### src/rtl/pipe_hazard_unit.sv
// Decode-stage hazard/forwarding controller: scoreboard of DEPTH in-flight writers, forward selects,
// load-use stall and redirect flush. Define HAZARD_STATS_EN to build the stall/flush cycle counters.
module pipe_hazard_unit #(
    parameter int DEPTH    = 2,
    parameter int REG_AW   = 5,
    parameter int LOAD_LAT = 1,
    parameter int CNT_W    = 32,
    localparam int FWD_W   = $clog2(DEPTH + 1)
) (
    input  logic              clk,
    input  logic              reset,
    input  logic              id_valid,
    input  logic [REG_AW-1:0] id_rs,
    input  logic [REG_AW-1:0] id_rt,
    input  logic              id_uses_rs,
    input  logic              id_uses_rt,
    input  logic              id_wr_en,
    input  logic [REG_AW-1:0] id_wr_addr,
    input  logic              id_is_load,
    input  logic              ex_redirect,
    output logic              stall,
    output logic              flush,
    output logic [FWD_W-1:0]  fwd_sel_a,
    output logic [FWD_W-1:0]  fwd_sel_b,
    output logic [CNT_W-1:0]  stall_count,
    output logic [CNT_W-1:0]  flush_count
);

    logic              valid_reg [DEPTH];
    logic [REG_AW-1:0] addr_reg  [DEPTH];
    logic              load_reg  [DEPTH];

    logic [FWD_W-1:0] sel_a;
    logic [FWD_W-1:0] sel_b;
    logic             hz_a;
    logic             hz_b;
    logic             stall_raw;
    logic             enter_next;

    // Walk from the oldest entry down so the nearest matching writer overwrites older ones.
    always_comb begin
        sel_a = '0;
        sel_b = '0;
        hz_a  = 1'b0;
        hz_b  = 1'b0;
        for (int k = DEPTH - 1; k >= 0; k--) begin
            if (valid_reg[k] && id_uses_rs && (id_rs != '0) && (addr_reg[k] == id_rs)) begin
                sel_a = FWD_W'(k + 1);
                hz_a  = load_reg[k] && (k < LOAD_LAT);
            end
            if (valid_reg[k] && id_uses_rt && (id_rt != '0) && (addr_reg[k] == id_rt)) begin
                sel_b = FWD_W'(k + 1);
                hz_b  = load_reg[k] && (k < LOAD_LAT);
            end
        end
    end

    assign stall_raw  = id_valid && (hz_a || hz_b) && !ex_redirect;
    assign stall      = !reset && stall_raw;
    assign flush      = !reset && ex_redirect;
    assign fwd_sel_a  = reset ? '0 : sel_a;
    assign fwd_sel_b  = reset ? '0 : sel_b;
    assign enter_next = id_valid && id_wr_en && (id_wr_addr != '0) && !stall && !flush;

    always_ff @(posedge clk) begin
        if (reset) begin
            valid_reg[0] <= 1'b0;
            addr_reg[0]  <= '0;
            load_reg[0]  <= 1'b0;
        end else begin
            valid_reg[0] <= enter_next;
            addr_reg[0]  <= id_wr_addr;
            load_reg[0]  <= id_is_load;
        end
    end

    generate
        for (genvar gi = 1; gi < DEPTH; gi++) begin : g_shift
            always_ff @(posedge clk) begin
                if (reset) begin
                    valid_reg[gi] <= 1'b0;
                    addr_reg[gi]  <= '0;
                    load_reg[gi]  <= 1'b0;
                end else begin
                    valid_reg[gi] <= valid_reg[gi-1];
                    addr_reg[gi]  <= addr_reg[gi-1];
                    load_reg[gi]  <= load_reg[gi-1];
                end
            end
        end
    endgenerate

`ifdef HAZARD_STATS_EN
    logic [CNT_W-1:0] stall_count_reg;
    logic [CNT_W-1:0] flush_count_reg;

    // Counters saturate rather than wrap so a long run never reads back as small.
    always_ff @(posedge clk) begin
        if (reset) begin
            stall_count_reg <= '0;
            flush_count_reg <= '0;
        end else begin
            if (stall && (stall_count_reg != '1))
                stall_count_reg <= stall_count_reg + 1'b1;
            if (flush && (flush_count_reg != '1))
                flush_count_reg <= flush_count_reg + 1'b1;
        end
    end

    assign stall_count = stall_count_reg;
    assign flush_count = flush_count_reg;
`else
    assign stall_count = '0;
    assign flush_count = '0;
`endif

endmodule

### config.mk
export PLATFORM = sky130hd
export DESIGN_NAME = pipe_hazard_unit
export DESIGN_NICKNAME = d
export VERILOG_FILES = /design/src/rtl/pipe_hazard_unit.sv
export SDC_FILE = /design/constraint.sdc
export NUM_CORES = 1
export LEC_CHECK = 0
export CAP_MARGIN = 20
export CORE_MARGIN = 3
export CORE_UTILIZATION = 25
export DETAILED_ROUTE_END_ITERATION = 10
export PLACE_DENSITY = 0.74
export SETUP_SLACK_MARGIN = 0.4
export SLEW_MARGIN = 20
export SYNTH_ARGS = -nofsm -noshare
export SYNTH_HDL_FRONTEND = slang
export SYNTH_SLANG_ARGS = --single-unit
export TNS_END_PERCENT = 20
### constraint.sdc
create_clock -name clk -period 2.16 [get_ports clk]
set_input_delay 0.54 -clock clk [delete_from_list [all_inputs] [get_ports clk]]
set_output_delay 0.54 -clock clk [all_outputs]
set_load 0.01 [all_outputs]
==> flow_summary.toml, run 1 <==
[status]
status = "finished with violations"
failed_checks = "negative setup slack"

[setup_path]
worstSetupStartpointType = "input port"
crit_type = "input port to primary output"
end_kind = "primary output"
arrival_ps = 1860
worstPathMaxFanout = 3
required_ps = 1620
reg2reg_depth = 7

[routing]
routed_wl_mm = 2.23
drc_errors = 0
first_pass_iters = 3
vias = 839
wire_per_inst_um = 9.30
drt_first_iter_violations = 23
drtAntennaViolNets = 0
viasPerCell = 3.50

[sta]
fmax_mhz = 416
skew_ps = 3.38
report.final.slew_viol_count = 0
hold_viol = 0
fin_ws_ps = -243
finalCriticalPeriod_ps = 2400
rsz0062_at_grt = "yes"
finalSetupViolCount = 5
post-route-period-util = 1.11

[synth]
syn_area_per_cell_um2 = 8.65
ys_ff_latch = 13
synth-compound-area-share = 0.0319
seq_area_frac_synth = 0.221
synthXorXnorAreaFrac = 0.149
syn_area_um2 = 1180
synth_simple_gate_area_frac = 0.183
yosys.area_share.adder = 0
yosys_warnings = 0
synth_top_family_by_area = "buffers and inverters"
synthCells = 136
netlist-cell-type-count = 19
synth.area.mux_share = 0

[cells_and_area]
ff_latch_area_um2 = 260
multi_input_area_um2 = 743
area_delta_synth_final_pct = 28.6
largest_reg_flops = 10
design_area_um2 = 1510
fin_cells = 240
n_fill_cell = 467
drive_above_1_share = 0.303
utilization = 0.340
final_nets = 212
antenna_cells = 0

[min_path]
hold_class = "flip-flop to flip-flop"
hold_depth = 1

[run]
drv_cap = 0

[place]
place_hpwl_mm = 1.95
io_buffers = 28
dp.cells = 231
place_congestion = 0.856
placed_area_um2 = 1430

[global_route]
grt_pass1_wl_mm = 3.28
grt_pass1_vias = 775
grt_usage = 0.0780
antenna_found_initial = 0
grt_remaining_overflow = 0
grt_max_degree = 16

[die]
die_h_um = 74.6
io_pins = 93
core_um2 = 4440
die_w_um = 74.6
fp.dieArea_um2 = 5560
start_util = 0.265
row_count = 24

[pwr]
power_switching_share = 0.297
p_per_area_nw_per_um2 = 432
power_w = 0.000654
vdd_drop_max_v = 0.000222
leakage_nw = 0.719
pwr-share-comb = 0.283
power_switching_w = 0.000194
clkPwrFrac = 0.319
seq_power_share = 0.399
p_int_w = 0.000460

[clock_tree]
clock_latency_ps = 240
hold_buffers = 0
clkTransAtPathRegs_ps = 50
tritoncts = "yes"
cts-buffers-inserted = 3
numClockSinks = 13
clk_path_buf_depth = 2
cts_root_buffer = "clkbuf_8"
htreeDepth = 1
==> layer usage <==
layer / up-vias / share of wire / GRT usage
met5: - / 0 / 0
met4: 0 / 0.021 / 0.0593
met3: 4 / 0.097 / 0.0149
met2: 59 / 0.52 / 0.135
met1: 361 / 0.36 / 0.0833
li1: 415 / - / -
==> layout make-up <==
cell class / instances / share of cell area
sequential: 13 / 0.172
clock buffer: 3 / 0.0273
timing repair buffer: 50 / 0.263
tap: 52 / 0.0430
multi-input combinational: 121 / 0.491
clock inverter: 1 / 0.00331
==> cells in the mapped netlist <==
master	number	area share
buf_4	64	0.41
clkbuf_1	1	0.0032
conb_1	1	0.0032
dfxtp_1	13	0.22
nand2_1	2	0.0064
nand3_1	2	0.0085
nand4_1	2	0.011
nor2b_1	14	0.074
nor3_1	2	0.0085
nor3_2	2	0.017
nor3b_1	1	0.0064
nor4_1	4	0.021
nor4b_1	1	0.0074
o2111a_1	1	0.0096
o21ai_2	3	0.022
or4_1	2	0.013
or4_4	1	0.0096
xnor2_1	12	0.089
xor2_1	8	0.060
==> critical path: stages <==
cell,delay (ps)
buf_8,100
or4_4,530
o21ai_4,180
nor3_4,70
buf_4,130
nor3_2,150
buf_2,160
==> final timing paths <==
check,from,to,slack [ps]
worst max-delay path,id_rt[2],fwd_sel_b[1],-240
worst min-delay path,valid_reg[0],valid_reg[1],500
worst max register to register,addr_reg[0][3],valid_reg[0],650
worst min register to register,valid_reg[0],valid_reg[1],500
==> placed cells by master, fill, tap and decap left out, drive strengths merged, types with 2 or more instances in the layout <==
| cell | synthesis | routed |
|---|---|---|
| nor4 | 4 | 4 |
| nand4 | 2 | 2 |
| xor2 | 8 | 8 |
| conb | 1 | 64 |
| dlygate4sd2 | 0 | 3 |
| buf | 64 | 36 |
| clkbuf | 1 | 4 |
| clkdlybuf4s15 | 0 | 2 |
| dfxtp | 13 | 13 |
| nand3 | 2 | 2 |
| nor2b | 14 | 14 |
| or4 | 3 | 3 |
| xnor2 | 12 | 12 |
| nor3 | 4 | 4 |
| nand2 | 2 | 2 |
| o21ai | 3 | 3 |
| clkdlybuf4s50 | 0 | 8 |
==> power groups by stage <==
stage	Clock [W]	Sequential, W	Combinational [W]
global placement	0	0.000265	0.000177
floorplan	0	0.000263	0.000182
global route	0.000231	0.000262	0.000206
finish	0.000209	0.000261	0.000185
CTS	0.000216	0.000260	0.000180
detailed placement	0	0.000265	0.000179
==> through the flow <==
stage | TNS [ps] | hold WS (ps) | setup WS [ps]
2_1_floorplan | 0 | 460 | 73.9
3_3_place_gp | -4720 | 483 | -938
3_5_place_dp | -4660 | 487 | -931
4_1_cts | -783 | 495 | -215
5_1_grt | -972 | 529 | -292
6_report | -726 | 499 | -243
==> cells by family after synthesis <==
family | Yosys count
other cells | 1
compound gates | 4
buf+inv | 65
simple gates | 33
xor+xnor | 20
flops | 13
==> timing repair <==
| item | in CTS | in global routing |
|---|---|---|
| pin swaps | 15 | 9 |
| gates resized for setup | 77 | 7 |
| setup endpoints to repair | 7 | 7 |
| buffers inserted | 3 | 2 |
(Power assumes the default switching activity.)
==> inputs of run 2 (changes only) <==
PLACE_DENSITY = 0.76   (was 0.74)
clock period = 2.1 ns   (was 2.16 ns; I/O delays follow)
==> flow_summary.toml, run 2 (same netlist as run 1, synthesis figures left out) <==
[cells_and_area]
antenna_cells = 0
ff_latch_area_um2 = 260
layout_commonest_cell = "conb_1"
mostFrequentLayoutCells = "64 x conb_1, 19 x buf_4, 14 x nor2b_1"
final_nets = 213
area_delta_synth_final_pct = 32.4
largest_reg_flops = 10
multi_input_area_um2 = 767
n_fill_cell = 451
drive_above_1_share = 0.317
fin_cells = 241

[setup_path]
cpPeakStageDelay_ps = 530
crit_chain = "buf_8 -> or4_4 -> o21ai_4 -> nor3_4 -> o21ai_2 -> nor4b_2 -> buf_2"
crit-reg2reg-launch = "addr_reg[0][2]"
required_ps = 1570
reg2reg_depth = 6
worstSetupStartpointType = "input port"
crit_slowest_cell = "or4_4"
arrival_ps = 1800
worstPathMaxFanout = 3
r2r_slack_ps = 620
r2r_end = "valid_reg[0]"
crit_type = "input port to primary output"
end_kind = "primary output"
critPathTopFamily = "simple AND/OR/NAND/NOR gates"
critPathBufInv = 2

[place]
io_buffers = 28
place_congestion = 0.747
dp.cells = 234
place_ws_ps = -989
place_hpwl_mm = 2.17

[global_route]
antenna_found_initial = 0
grt_pass1_wl_mm = 3.70
grt_usage = 0.0908
grt_remaining_overflow = 0
grt_max_degree = 8
grt_pass1_vias = 799

[routing]
vias = 867
first_pass_iters = 3
wire_per_inst_um = 10.9
drc_errors = 0
viasPerCell = 3.60
drt_first_iter_violations = 7
drtAntennaViolNets = 0
routed_wl_mm = 2.63

[pwr]
p_per_area_nw_per_um2 = 450
power_w = 0.000701
vdd_drop_max_v = 0.000309
leakage_nw = 0.738

[die]
io_pins = 93
row_count = 24
core_um2 = 4440
fp.dieArea_um2 = 5560
die_h_um = 74.6
start_util = 0.265
die_w_um = 74.6

[run]
drv_cap = 0

[sta]
fin_ws_ps = -228
finalSetupViolCount = 5
fmax_mhz = 429
report.final.slew_viol_count = 0
post-route-period-util = 1.11
rsz0062_at_grt = "yes"
skew_ps = 3.23
whs_ps = 509
hold_viol = 0
finalCriticalPeriod_ps = 2330

[clock_tree]
cts-buffers-inserted = 3
tritoncts = "yes"
htreeDepth = 1
cts_root_buffer = "clkbuf_8"
clock_latency_ps = 250
numClockSinks = 13
clkTransAtPathRegs_ps = 50
clk_path_buf_depth = 2

[min_path]
hp-start = "valid_reg[0]"
hold_end = "valid_reg[1]"
hold_depth = 1
hold_class = "flip-flop to flip-flop"

[status]
status = "finished with violations"
failed_checks = "negative setup slack"
==> run 2: changes by cell type in the layout (fill, tap and decap cells not counted), sizes merged <==
cell / before / now
buf: 36 / 38
clkinv: 1 / 0
==> run 2: where the power goes <==
| group | leakage [nW] | switching [W] | internal (W) |
|---|---|---|---|
| combinational | 0.607 | 0.000113 | 0.0000940 |
| sequential | 0.107 | 0.0000112 | 0.000258 |
| clock | 0.0228 | 0.0000904 | 0.000134 |
==> run 2: metrics by stage <==
step | instance area (um2) | setup TNS [ps] | utilization
3_5_place_dp | 1450 | -4940 | 0.326
4_1_cts | 1550 | -954 | 0.348
6_report | 1560 | -750 | 0.351
3_3_place_gp | 1450 | -4860 | 0.326
2_1_floorplan | 1440 | 0 | -
5_1_grt | 1560 | -991 | 0.351
==> run 2: timing repair <==
item | in CTS | in global routing
pin swaps | 17 | 12
gates resized for setup | 87 | 7
hold buffers | 0 | 0
endpoints found under the setup margin | 7 | 7
buffers inserted | 2 | 1
==> run 2: worst max path at each step <==
stage | start | to | slack, ps | cells past startpoint
floorplan | id_rs[0] | stall | 40 | 5
global placement | id_rt[4] | fwd_sel_b[1] | -980 | 7
detailed placement | id_rt[4] | stall | -990 | 7
CTS | id_rs[1] | stall | -280 | 7
global route | id_rt[2] | stall | -290 | 7
finish | id_rt[2] | stall | -230 | 7
==> run 2: per-layer routing <==
layer | track usage | share of wire | up-vias
met3 | 0.0203 | 0.080 | 3
met4 | 0.0356 | 0.013 | 0
met5 | 0 | 0 | -
li1 | - | - | 420
met2 | 0.162 | 0.50 | 59
met1 | 0.105 | 0.41 | 385
==> run 2: final cells by class <==
class	count	share of cell area
Timing Repair Buffer	51	0.270
Tap cell	52	0.0418
Sequential cell	13	0.167
Clock buffer	4	0.0289
Multi-Input combinational cell	121	0.492
